**src/rtl/sdram_arbiter_if.sv**
```systemverilog
// rtl/sdram_arbiter_if.sv - bus bundle between two masters, the arbiter and the SDRAM controller port
interface sdram_arbiter_if;
    logic        m0_read;
    logic        m0_write;
    logic [20:0] m0_addr;
    logic [3:0]  m0_byte_en;
    logic [31:0] m0_wrdata;
    logic [31:0] m0_rddata;
    logic        m0_ready;

    logic        m1_read;
    logic        m1_write;
    logic [20:0] m1_addr;
    logic [3:0]  m1_byte_en;
    logic [31:0] m1_wrdata;
    logic [31:0] m1_rddata;
    logic        m1_ready;

    logic [21:0] ctl_addr;
    logic [1:0]  ctl_byte_en;
    logic        ctl_write;
    logic        ctl_read;
    logic [15:0] ctl_wrdata;
    logic [15:0] ctl_rddata;
    logic        ctl_wait;

    logic        grant;
    logic        busy;
    logic        err;

    // arbiter side
    modport slave (
        input  m0_read, m0_write, m0_addr, m0_byte_en, m0_wrdata,
        output m0_rddata, m0_ready,
        input  m1_read, m1_write, m1_addr, m1_byte_en, m1_wrdata,
        output m1_rddata, m1_ready,
        output ctl_addr, ctl_byte_en, ctl_write, ctl_read, ctl_wrdata,
        input  ctl_rddata, ctl_wait,
        output grant, busy, err
    );

    // masters plus controller side
    modport master (
        output m0_read, m0_write, m0_addr, m0_byte_en, m0_wrdata,
        input  m0_rddata, m0_ready,
        output m1_read, m1_write, m1_addr, m1_byte_en, m1_wrdata,
        input  m1_rddata, m1_ready,
        input  ctl_addr, ctl_byte_en, ctl_write, ctl_read, ctl_wrdata,
        output ctl_rddata, ctl_wait,
        input  grant, busy, err
    );
endinterface

```
**src/rtl/sdram_arbiter.sv**
```systemverilog
// rtl/sdram_arbiter.sv - round-robin two-master arbiter splitting 32-bit words into 16-bit controller accesses
module sdram_arbiter #(
    parameter int TIMEOUT_CYC = 1023,
    parameter int CW          = 10
) (
    input  logic            sys_clk,
    input  logic            rst,
    sdram_arbiter_if.slave  bus
);
    typedef enum logic [2:0] {
        S_IDLE, S_ISSUE_LO, S_WAIT_LO, S_ISSUE_HI, S_WAIT_HI, S_DONE
    } state_t;

    state_t        state, state_nxt;
    logic          grant_q, last_q, op_wr;
    logic [20:0]   addr_q;
    logic [3:0]    be_q;
    logic [31:0]   wdata_q, res_q, hold0, hold1;
    logic [CW-1:0] to_cnt;
    logic          err_q;

    logic          req0, req1, win, win_wr;
    logic [3:0]    win_be;
    logic          lo_phase, hi_phase, in_wait;

    assign lo_phase = (state == S_ISSUE_LO) || (state == S_WAIT_LO);
    assign hi_phase = (state == S_ISSUE_HI) || (state == S_WAIT_HI);
    assign in_wait  = (state == S_WAIT_LO) || (state == S_WAIT_HI);

    // request decode: a tie goes to the master that did not win last time
    always_comb begin
        req0   = bus.m0_read | bus.m0_write;
        req1   = bus.m1_read | bus.m1_write;
        win    = (req0 && req1) ? ~last_q : req1;
        win_wr = win ? bus.m1_write : bus.m0_write;
        win_be = win ? bus.m1_byte_en : bus.m0_byte_en;
    end

    // state register
    always_ff @(posedge sys_clk or posedge rst) begin
        if (rst) state <= S_IDLE;
        else     state <= state_nxt;
    end

    // next-state: write halves with no enabled bytes are skipped entirely
    always_comb begin
        state_nxt = state;
        case (state)
            S_IDLE: begin
                if (req0 || req1) begin
                    if (!win_wr || (win_be[1:0] != 2'b00)) state_nxt = S_ISSUE_LO;
                    else if (win_be[3:2] != 2'b00)         state_nxt = S_ISSUE_HI;
                    else                                    state_nxt = S_DONE;
                end
            end
            S_ISSUE_LO: state_nxt = S_WAIT_LO;
            S_WAIT_LO: begin
                if (!bus.ctl_wait)
                    state_nxt = (!op_wr || (be_q[3:2] != 2'b00)) ? S_ISSUE_HI : S_DONE;
            end
            S_ISSUE_HI: state_nxt = S_WAIT_HI;
            S_WAIT_HI: begin
                if (!bus.ctl_wait) state_nxt = S_DONE;
            end
            S_DONE:  state_nxt = S_IDLE;
            default: state_nxt = S_IDLE;
        endcase
    end

    // grant latch, result assembly and per-master read-data hold
    always_ff @(posedge sys_clk or posedge rst) begin
        if (rst) begin
            grant_q <= 1'b0;
            last_q  <= 1'b1;
            op_wr   <= 1'b0;
            addr_q  <= '0;
            be_q    <= '0;
            wdata_q <= '0;
            res_q   <= '0;
            hold0   <= '0;
            hold1   <= '0;
        end else begin
            if ((state == S_IDLE) && (req0 || req1)) begin
                grant_q <= win;
                last_q  <= win;
                op_wr   <= win_wr;
                addr_q  <= win ? bus.m1_addr : bus.m0_addr;
                be_q    <= win_be;
                wdata_q <= win ? bus.m1_wrdata : bus.m0_wrdata;
            end
            if ((state == S_WAIT_LO) && !bus.ctl_wait) res_q[15:0]  <= bus.ctl_rddata;
            if ((state == S_WAIT_HI) && !bus.ctl_wait) res_q[31:16] <= bus.ctl_rddata;
            if (state == S_DONE) begin
                if (grant_q) hold1 <= res_q;
                else         hold0 <= res_q;
            end
        end
    end

    // completion watchdog: flags a stuck controller but keeps waiting on it
    always_ff @(posedge sys_clk or posedge rst) begin
        if (rst) begin
            to_cnt <= '0;
            err_q  <= 1'b0;
        end else begin
            if ((state == S_ISSUE_LO) || (state == S_ISSUE_HI))
                to_cnt <= '0;
            else if (in_wait && (to_cnt != CW'(TIMEOUT_CYC)))
                to_cnt <= to_cnt + CW'(1);
            if (in_wait && (to_cnt == CW'(TIMEOUT_CYC)))
                err_q <= 1'b1;
        end
    end

    // outputs: controller fields are held for the whole issue/wait window of a half
    always_comb begin
        bus.ctl_read    = 1'b0;
        bus.ctl_write   = 1'b0;
        bus.ctl_addr    = '0;
        bus.ctl_byte_en = 2'b00;
        bus.ctl_wrdata  = '0;
        if ((state == S_ISSUE_LO) || (state == S_ISSUE_HI)) begin
            bus.ctl_read  = ~op_wr;
            bus.ctl_write = op_wr;
        end
        if (lo_phase) begin
            bus.ctl_addr    = {addr_q, 1'b0};
            bus.ctl_byte_en = op_wr ? be_q[1:0] : 2'b11;
            bus.ctl_wrdata  = op_wr ? wdata_q[15:0] : 16'h0000;
        end else if (hi_phase) begin
            bus.ctl_addr    = {addr_q, 1'b1};
            bus.ctl_byte_en = op_wr ? be_q[3:2] : 2'b11;
            bus.ctl_wrdata  = op_wr ? wdata_q[31:16] : 16'h0000;
        end
        bus.m0_ready  = (state == S_DONE) && !grant_q;
        bus.m1_ready  = (state == S_DONE) && grant_q;
        bus.m0_rddata = bus.m0_ready ? res_q : hold0;
        bus.m1_rddata = bus.m1_ready ? res_q : hold1;
        bus.grant     = grant_q;
        bus.busy      = (state != S_IDLE);
        bus.err       = err_q;
    end
endmodule

```
**src/flat_wrapper.sv**
```systemverilog
// flat-port wrapper written by rule: the top's interface ports become plain ports
module sdram_arbiter_flat 
#(
    parameter int TIMEOUT_CYC = 1023,
    parameter int CW          = 10
)
  (sys_clk, rst, bus_m0_read, bus_m0_write, bus_m0_addr, bus_m0_byte_en, bus_m0_wrdata, bus_m0_rddata, bus_m0_ready, bus_m1_read, bus_m1_write, bus_m1_addr, bus_m1_byte_en, bus_m1_wrdata, bus_m1_rddata, bus_m1_ready, bus_ctl_addr, bus_ctl_byte_en, bus_ctl_write, bus_ctl_read, bus_ctl_wrdata, bus_ctl_rddata, bus_ctl_wait, bus_grant, bus_busy, bus_err);
  sdram_arbiter_if bus_i ();
  input  logic sys_clk;
  input  logic rst;
  input wire logic [$bits(bus_i.m0_read)-1:0] bus_m0_read;
  input wire logic [$bits(bus_i.m0_write)-1:0] bus_m0_write;
  input wire logic [$bits(bus_i.m0_addr)-1:0] bus_m0_addr;
  input wire logic [$bits(bus_i.m0_byte_en)-1:0] bus_m0_byte_en;
  input wire logic [$bits(bus_i.m0_wrdata)-1:0] bus_m0_wrdata;
  output wire logic [$bits(bus_i.m0_rddata)-1:0] bus_m0_rddata;
  output wire logic [$bits(bus_i.m0_ready)-1:0] bus_m0_ready;
  input wire logic [$bits(bus_i.m1_read)-1:0] bus_m1_read;
  input wire logic [$bits(bus_i.m1_write)-1:0] bus_m1_write;
  input wire logic [$bits(bus_i.m1_addr)-1:0] bus_m1_addr;
  input wire logic [$bits(bus_i.m1_byte_en)-1:0] bus_m1_byte_en;
  input wire logic [$bits(bus_i.m1_wrdata)-1:0] bus_m1_wrdata;
  output wire logic [$bits(bus_i.m1_rddata)-1:0] bus_m1_rddata;
  output wire logic [$bits(bus_i.m1_ready)-1:0] bus_m1_ready;
  output wire logic [$bits(bus_i.ctl_addr)-1:0] bus_ctl_addr;
  output wire logic [$bits(bus_i.ctl_byte_en)-1:0] bus_ctl_byte_en;
  output wire logic [$bits(bus_i.ctl_write)-1:0] bus_ctl_write;
  output wire logic [$bits(bus_i.ctl_read)-1:0] bus_ctl_read;
  output wire logic [$bits(bus_i.ctl_wrdata)-1:0] bus_ctl_wrdata;
  input wire logic [$bits(bus_i.ctl_rddata)-1:0] bus_ctl_rddata;
  input wire logic [$bits(bus_i.ctl_wait)-1:0] bus_ctl_wait;
  output wire logic [$bits(bus_i.grant)-1:0] bus_grant;
  output wire logic [$bits(bus_i.busy)-1:0] bus_busy;
  output wire logic [$bits(bus_i.err)-1:0] bus_err;
  assign bus_i.m0_read = bus_m0_read;
  assign bus_i.m0_write = bus_m0_write;
  assign bus_i.m0_addr = bus_m0_addr;
  assign bus_i.m0_byte_en = bus_m0_byte_en;
  assign bus_i.m0_wrdata = bus_m0_wrdata;
  assign bus_m0_rddata = bus_i.m0_rddata;
  assign bus_m0_ready = bus_i.m0_ready;
  assign bus_i.m1_read = bus_m1_read;
  assign bus_i.m1_write = bus_m1_write;
  assign bus_i.m1_addr = bus_m1_addr;
  assign bus_i.m1_byte_en = bus_m1_byte_en;
  assign bus_i.m1_wrdata = bus_m1_wrdata;
  assign bus_m1_rddata = bus_i.m1_rddata;
  assign bus_m1_ready = bus_i.m1_ready;
  assign bus_ctl_addr = bus_i.ctl_addr;
  assign bus_ctl_byte_en = bus_i.ctl_byte_en;
  assign bus_ctl_write = bus_i.ctl_write;
  assign bus_ctl_read = bus_i.ctl_read;
  assign bus_ctl_wrdata = bus_i.ctl_wrdata;
  assign bus_i.ctl_rddata = bus_ctl_rddata;
  assign bus_i.ctl_wait = bus_ctl_wait;
  assign bus_grant = bus_i.grant;
  assign bus_busy = bus_i.busy;
  assign bus_err = bus_i.err;
  sdram_arbiter #(.TIMEOUT_CYC(TIMEOUT_CYC), .CW(CW)) u_core (.sys_clk(sys_clk), .rst(rst), .bus(bus_i));
endmodule
```
**config.mk**
```make
export PLATFORM = sky130hd
export DESIGN_NAME = sdram_arbiter_flat
export DESIGN_NICKNAME = d
export VERILOG_FILES = /design/src/rtl/sdram_arbiter_if.sv /design/src/rtl/sdram_arbiter.sv /design/src/flat_wrapper.sv
export SDC_FILE = /design/constraint.sdc
export NUM_CORES = 1
export LEC_CHECK = 0
export ABC_CLOCK_PERIOD_IN_PS = 5800
export BUFFER_PORTS_ARGS = -buffer_cell sky130_fd_sc_hd__buf_4
export CAP_MARGIN = 0
export CORE_MARGIN = 4
export CORE_UTILIZATION = 51
export DETAILED_ROUTE_END_ITERATION = 7
export GPL_ROUTABILITY_DRIVEN = 0
export PLACE_DENSITY = 0.8
export RECOVER_POWER = 100
export SYNTH_ARGS = -nofsm -noshare
export SYNTH_HDL_FRONTEND = slang
export SYNTH_SLANG_ARGS = --single-unit
```
**constraint.sdc**
```tcl
create_clock -name sys_clk -period 5.8 [get_ports sys_clk]
set_input_delay 0 -clock sys_clk [delete_from_list [all_inputs] [get_ports sys_clk]]
set_output_delay 0 -clock sys_clk [all_outputs]
set_load 0.005 [all_outputs]
```
==> flow_summary.toml, run 1 <==
[timing]
min_period_ns = 4.21
timing.fmax_mhz = 238
finalHoldViolations = 0
fin_setup_tns_ns = 0
worst_pin_slew_ns = 3.61
slew_viol_final = 184
fin_crit_sh = 0.725
finClkSkew_ns = 0.0168
whs_ns = 0.0199
max_slew_margin = -1.42
rsz0062_at_grt = "false"
setup_violations = 0

[cells_and_area]
fin_cells = 1213
design_area_sq_mm = 0.0114
ff_latch_area_sq_mm = 0.00426
fillers = 881
multi_input_area_sq_mm = 0.00323
layout-drive-gt1-share = 0.279
synthToLayoutAreaGrowth_pct = 47.7
fin_nets = 1152
fin_util = 0.778

[die]
fp.dieW_microns = 131
ios = 248
core_area_sq_mm = 0.0147
die_h_microns = 131
rows = 44
dieArea_sq_mm = 0.0172
initial_core_util = 0.527

[detailed_routing]
drtPass1Iterations = 7
drc_errors = 0
drt_iter0_drc = 483
ant_nets = 0
wl_met1_microns = 9040
dr.max_layer_used = "met4"
wl_microns = 23900
viasPerCell = 5.51
vias = 6683
wire_per_inst_microns = 19.7
wl_met3_microns = 1760
wl_met2_microns = 12100

[clocking]
clkTransAtPathRegs_ns = 0.07
clockBufferDepth = 2
clock_sinks = 170
clk_latency_ns = 0.43
htreeDepth = 4
cts_tree = "done"
cts_root_buffer = "clkbuf_16"
cts_resized = 0
cts-buffers-inserted = 17

[power_and_ir_drop]
p_leak_nw = 5.45
ir_drop_uv = 305
power.switching_mw = 2.01
p_clk_frac = 0.207
seq_power_share = 0.374
power_per_cell_area_mw_per_mm2 = 484
p_int_mw = 3.54
p_sw_frac = 0.362
combinationalPowerShare = 0.419

[run_status]
outcome = "complete, but fails checks"
violations = "capacitance limit, slew limit"

[critical_path]
required_ns = 5.80
critPathKind = "flop to output port"
end_kind = "output port"
cp.arrival_ns = 4.21
crit_fanout = 33
cp-start-kind = "flop"

[yosys]
synth_top_area_cell = "dfrtp_1"
synthArstFlopShare = 1.00
synth_most_common_cell = "dfrtp_1"
synth.cell_area_sq_mm = 0.00775
synthesis.nets = 791
synth_area_leaders = "dfrtp_1 55%, mux2_2 14%, mux2i_1 7.9%"
avgSynthCellArea_sq_um = 11.9
ys_seq_area_frac = 0.549
ys_warn_count = 0
synthCells = 653
ys.flop_type = "dfrtp_1"
synth_edf_count = 0
synth_common_cells = "169 x dfrtp_1, 94 x mux2_2, 70 x nand2_1, 61 x mux2i_1, 57 x o21ai_0"
synth_top_area_share = 0.546
ys_ff_latch = 170
ys_types = 52

[placed_design]
placed_area_sq_mm = 0.00966
dp_hpwl_microns = 14700
placedCellCount = 1044
port_buffers = 247

[grt]
grt_overflow = 0
grt_pass1_wl_microns = 38700
gr-usage-all-layers = 0.280
grt_pass1_vias = 7190
grt_max_degree = 120
antenna_found_initial = 2

[job]
maxCapViolCount = 5

[hold_path]
min_path_type = "input pin to flop"
power by group through the flow:
| stage | logic [mW] | clock network (mW) | registers, mW |
|---|---|---|---|
| 6_report | 2.32 | 1.15 | 2.07 |
| 5_1_grt | 2.54 | 1.22 | 2.12 |
| 4_1_cts | 2.46 | 1.16 | 2.06 |
| 3_5_place_dp | 2.27 | 0 | 2.07 |
| 3_3_place_gp | 2.19 | 0 | 2.04 |
| 2_1_floorplan | 1.41 | 0 | 1.90 |
worst paths after layout:
kind | startpoint | to | slack, ns | depth (start not counted)
hold / removal | bus_m0_byte_en[2] | u_core.state[2]$_DFFE_PP0P_ | 0.02 | 4
setup / recovery | u_core.state[0]$_DFFE_PP0P_ | bus_m0_rddata[21] | 1.59 | 5
hold reg to reg | u_core.bus.err$_DFFE_PP0P_ | u_core.bus.err$_DFFE_PP0P_ | 0.47 | 1
max in group asynchronous | rst | u_core.res_q[15]$_DFFE_PP0P_ | 2.30 | 4
setup reg to reg | u_core.last_q$_DFFE_PP1P_ | u_core.addr_q[3]$_DFFE_PP0P_ | 1.79 | 6
min in group asynchronous | rst | u_core.hold0[5]$_DFFE_PP0P_ | 1.23 | 3
repair_timing:
| action | 4_1_cts | 5_1_grt |
|---|---|---|
| hold endpoints to repair | 175 | 0 |
| hold buffers | 135 | 0 |
| buffers inserted | 0 | 0 |
final cells by class:
class	count	share of cell area
sequential	170	0.372
multi-input combinational	435	0.282
timing repair buffer	386	0.272
clock buffer	18	0.0384
tap	184	0.0201
clock inverter	14	0.0139
inverter	4	0.00142
antenna	2	0.000437
critical path: stages (launching register included):
cell and delay, ns:
dfrtp_1 0.76, and2b_1 0.26, nand2_1 0.07, nor2_1 2.06, mux2_1 0.45, clkbuf_4 0.16
cells by family after synthesis:
family                   after synthesis  share of synthesized area
buffers and inverters                 48                     0.0313
multiplexers                         158                      0.220
AND/OR/NAND/NOR                      164                      0.111
AO/OA/AOI/OAI                        110                     0.0853
flip-flops                           170                      0.549
XOR/XNOR                               2                    0.00226
adder cells (fa/ha/maj)                1                    0.00161
metal layers:
layer  vias to the layer above  track usage
met4                         0        0.137
li1                       3034            -
met3                        71       0.0841
met2                       303        0.483
met1                      3275        0.320
met5                         -            0
flip-flops by register name, indices dropped and copies added (netlist names):
name and count:
u_core.last_q 1, u_core.hold1 32, u_core.res_q 32, u_core.op_wr 1
u_core.hold0 32, u_core.wdata_q 32, u_core.to_cnt 10, u_core.addr_q 21
u_core.bus.err 1, u_core.be_q 4, u_core.bus.grant 1, u_core.state 3
cells in the final DEF, fill, tap and decap left out, types with 5 or more instances in the layout:
cell and instances:
a22oi_1 19, and2_0 19, buf_4 161, clkbuf_1 33, clkbuf_16 17, clkbuf_4 57, dfrtp_1 169, dlygate4sd3_1 135
mux2_1 63, mux2_2 34, mux2i_1 61, nand2_1 70, nand2b_1 6, nand3_1 6, nor2_1 13, nor2b_1 17
nor3_1 5, o21ai_0 66
metrics by stage:
stage | worst slack [ns] | power (mW)
6_report | 1.59 | 5.54
2_1_floorplan | 1.20 | 3.31
3_5_place_dp | 3.13 | 4.34
5_1_grt | 1.31 | 5.89
3_3_place_gp | 3.24 | 4.23
4_1_cts | 2.67 | 5.68
(Power assumes the default switching activity.)
==> run 2: changes to the inputs <==
ABC_AREA = 1   (was unset)
ABC_CLOCK_PERIOD_IN_PS = 3500   (was 5800)
CORE_UTILIZATION = 46   (was 51)
PLACE_DENSITY = 0.76   (was 0.8)
clock period = 3.5 ns   (was 5.8 ns; I/O delays follow)
==> flow_summary.toml, run 2 <==
[run_status]
outcome = "complete, but fails checks"
violations = "capacitance limit, slew limit"

[critical_path]
timing.rr.start = "u_core.state[1]$_DFFE_PP0P_"
cpPeakStageDelay_ns = 0.78
cp.arrival_ns = 3.51
crit_start = "u_core.state[1]$_DFFE_PP0P_"
cp_slowest_cell = "inv_2"
crit_fanout = 55
worstPathCellList = "nor2_1 > nand2_1 > inv_2 > nand2_4 > inv_2 > buf_4 > nor2_1 > a21oi_1 > dlygate4sd3_1"
end_kind = "flop"
required_ns = 3.86
critPathKind = "flop to flop"
reg2reg_slack_ns = 0.35
cp-start-kind = "flop"

[clocking]
clock_sinks = 170
cts_root_buffer = "clkbuf_16"
cts-buffers-inserted = 17
postCtsSetupBuffers = 0
clk_latency_ns = 0.42
cts_resized = 0
clkTransAtPathRegs_ns = 0.07
cts_hold_buf = 129
htreeDepth = 4
cts_tree = "done"
clockBufferDepth = 2

[detailed_routing]
wl_microns = 24100
drt_iter0_drc = 509
wire_per_inst_microns = 16.2
drtPass1Iterations = 5
viasPerCell = 5.13
drc_errors = 0
ant_nets = 0
vias = 7628

[yosys]
muxShareOfSynthArea = 0
synthesis.nets = 1046
synth_common_cells = "217 x nand2_1, 169 x dfrtp_1, 136 x o21ai_0, 95 x inv_1, 89 x nor2_1"
synth_fa_ha_area_frac = 0.00165
yosys.area_share.simple = 0.173
synth_compound_area_frac = 0.179
synth_xor_area_frac = 0.00230
synthCells = 908
synth_top_area_cell = "dfrtp_1"
synth_edf_count = 0
synth_most_common_cell = "nand2_1"
ys.flop_type = "dfrtp_1"
ys_warn_count = 0
synth_top_family_by_area = "compound AO/OA/AOI/OAI gates"
synth_top_area_share = 0.556
synthArstFlopShare = 1.00
ys_seq_area_frac = 0.560
synth_area_leaders = "dfrtp_1 56%, nand2_1 11%, o21ai_0 9.0%"
ys_ff_latch = 170
avgSynthCellArea_sq_um = 8.37
synth.cell_area_sq_mm = 0.00760
ys_types = 32

[grt]
grt_pass1_wl_microns = 38800
gr-usage-all-layers = 0.265
grt_max_degree = 171
grt_overflow = 0
grt_pass1_vias = 7760
antenna_found_initial = 0

[die]
fp.dieW_microns = 137
ios = 248
die_h_microns = 137
core_area_sq_mm = 0.0161
dieArea_sq_mm = 0.0186
initial_core_util = 0.473
rows = 46

[cells_and_area]
n_antenna_cell = 0
layout-drive-gt1-share = 0.214
synthToLayoutAreaGrowth_pct = 48.0
design_area_sq_mm = 0.0113
fin_nets = 1396
final_common_cell = "nand2_1"
final_cell_mix = "219 x nand2_1, 185 x buf_4, 169 x dfrtp_1"

[timing]
setup_violations = 0
finalHoldViolations = 0
max_slew_margin = -0.533
timing.fmax_mhz = 317
fin_crit_sh = 0.900
slew_viol_final = 301
worst_pin_slew_ns = 2.30
fin_setup_tns_ns = 0
min_period_ns = 3.15
rsz0062_at_grt = "false"
finClkSkew_ns = 0.00887

[placed_design]
port_buffers = 247
placed_area_sq_mm = 0.00953
dp_hpwl_microns = 15400

[power_and_ir_drop]
p_leak_nw = 5.54
ir_drop_uv = 431
power_per_cell_area_mw_per_mm2 = 868

[job]
maxCapViolCount = 3

[hold_path]
hold_path_startpoint = "bus_m0_byte_en[3]"
min_path_type = "input pin to flop"
==> run 2: cell count changes after synthesis, moves of 77 or more <==
| cell | change |
|---|---|
| a21oi_1 | +78 |
| inv_1 | +91 |
| mux2_2 | -94 |
| nand2_1 | +147 |
| nor2_1 | +77 |
| o21ai_0 | +79 |
==> run 2: power breakdown <==
group / internal (mW) / switching (mW) / leakage [nW]
Sequential: 2.84 / 0.392 / 2.14
Clock: 1.02 / 0.820 / 0.280
Combinational: 2.17 / 2.52 / 3.12
Total: 6.04 / 3.73 / 5.54
==> run 2: through the flow <==
| step | std cells | hold slack (ns) | total power [mW] | worst slack (ns) | utilization |
|---|---|---|---|---|---|
| after floorplan | 908 | 0.117 | 5.51 | 1.33 | - |
| after global placement | 1326 | 0.242 | 7.14 | 1.11 | 0.593 |
| after detailed placement | 1326 | 0.259 | 7.26 | 0.985 | 0.593 |
| after CTS | 1487 | 0.0152 | 9.87 | 0.441 | 0.710 |
| after global routing | 1487 | 0.0521 | 10.5 | 0.0888 | 0.701 |
| final | 1487 | 0.0283 | 9.76 | 0.349 | 0.701 |
==> run 2: cell families (layout without fill, tap and decap cells) <==
logic type,Yosys count,count (layout)
AND/OR/NAND/NOR,333,333
flip-flops,170,170
buffers and inverters,153,516
XOR/XNOR,2,2
adder cells (fa/ha/maj),1,1
AO/OA/AOI/OAI,249,249
==> run 2: final timing paths <==
kind,end,depth (start not counted)
worst min register to register,u_core.last_q$_DFFE_PP1P_,2
min in group asynchronous,u_core.hold0[22]$_DFFE_PP0P_,4
worst min-delay path,u_core.be_q[3]$_DFFE_PP0P_,5
max in group asynchronous,u_core.wdata_q[29]$_DFFE_PP0P_,4
worst max register to register,u_core.wdata_q[24]$_DFFE_PP0P_,9
worst max-delay path,u_core.wdata_q[24]$_DFFE_PP0P_,9
==> run 2: cell type report <==
type,instances,area [sq um]
multi-input cells,585,2690
clock buffers,20,447
inverters,103,392
clock inverters,12,130
repair buffers,381,3070
flip-flops and latches,170,4260
well taps,216,270
fillers,1232,4810
==> run 2: critical path, delay by kind of cell, from the launching register on <==
| family | cells | cell delay, ns |
|---|---|---|
| buffers and inverters | 4 | 1.87 |
| flip-flops | 1 | 0.40 |
| AO/OA/AOI/OAI | 1 | 0.18 |
| AND/OR/NAND/NOR | 4 | 0.63 |
==> run 2: metal layers <==
metal / track usage / vias to the layer above / share of wire
met1: 0.328 / 3622 / 0.39
met2: 0.436 / 299 / 0.50
met5: 0 / - / 0
met3: 0.0577 / 80 / 0.064
met4: 0.137 / 0 / 0.047
li1: - / 3627 / -
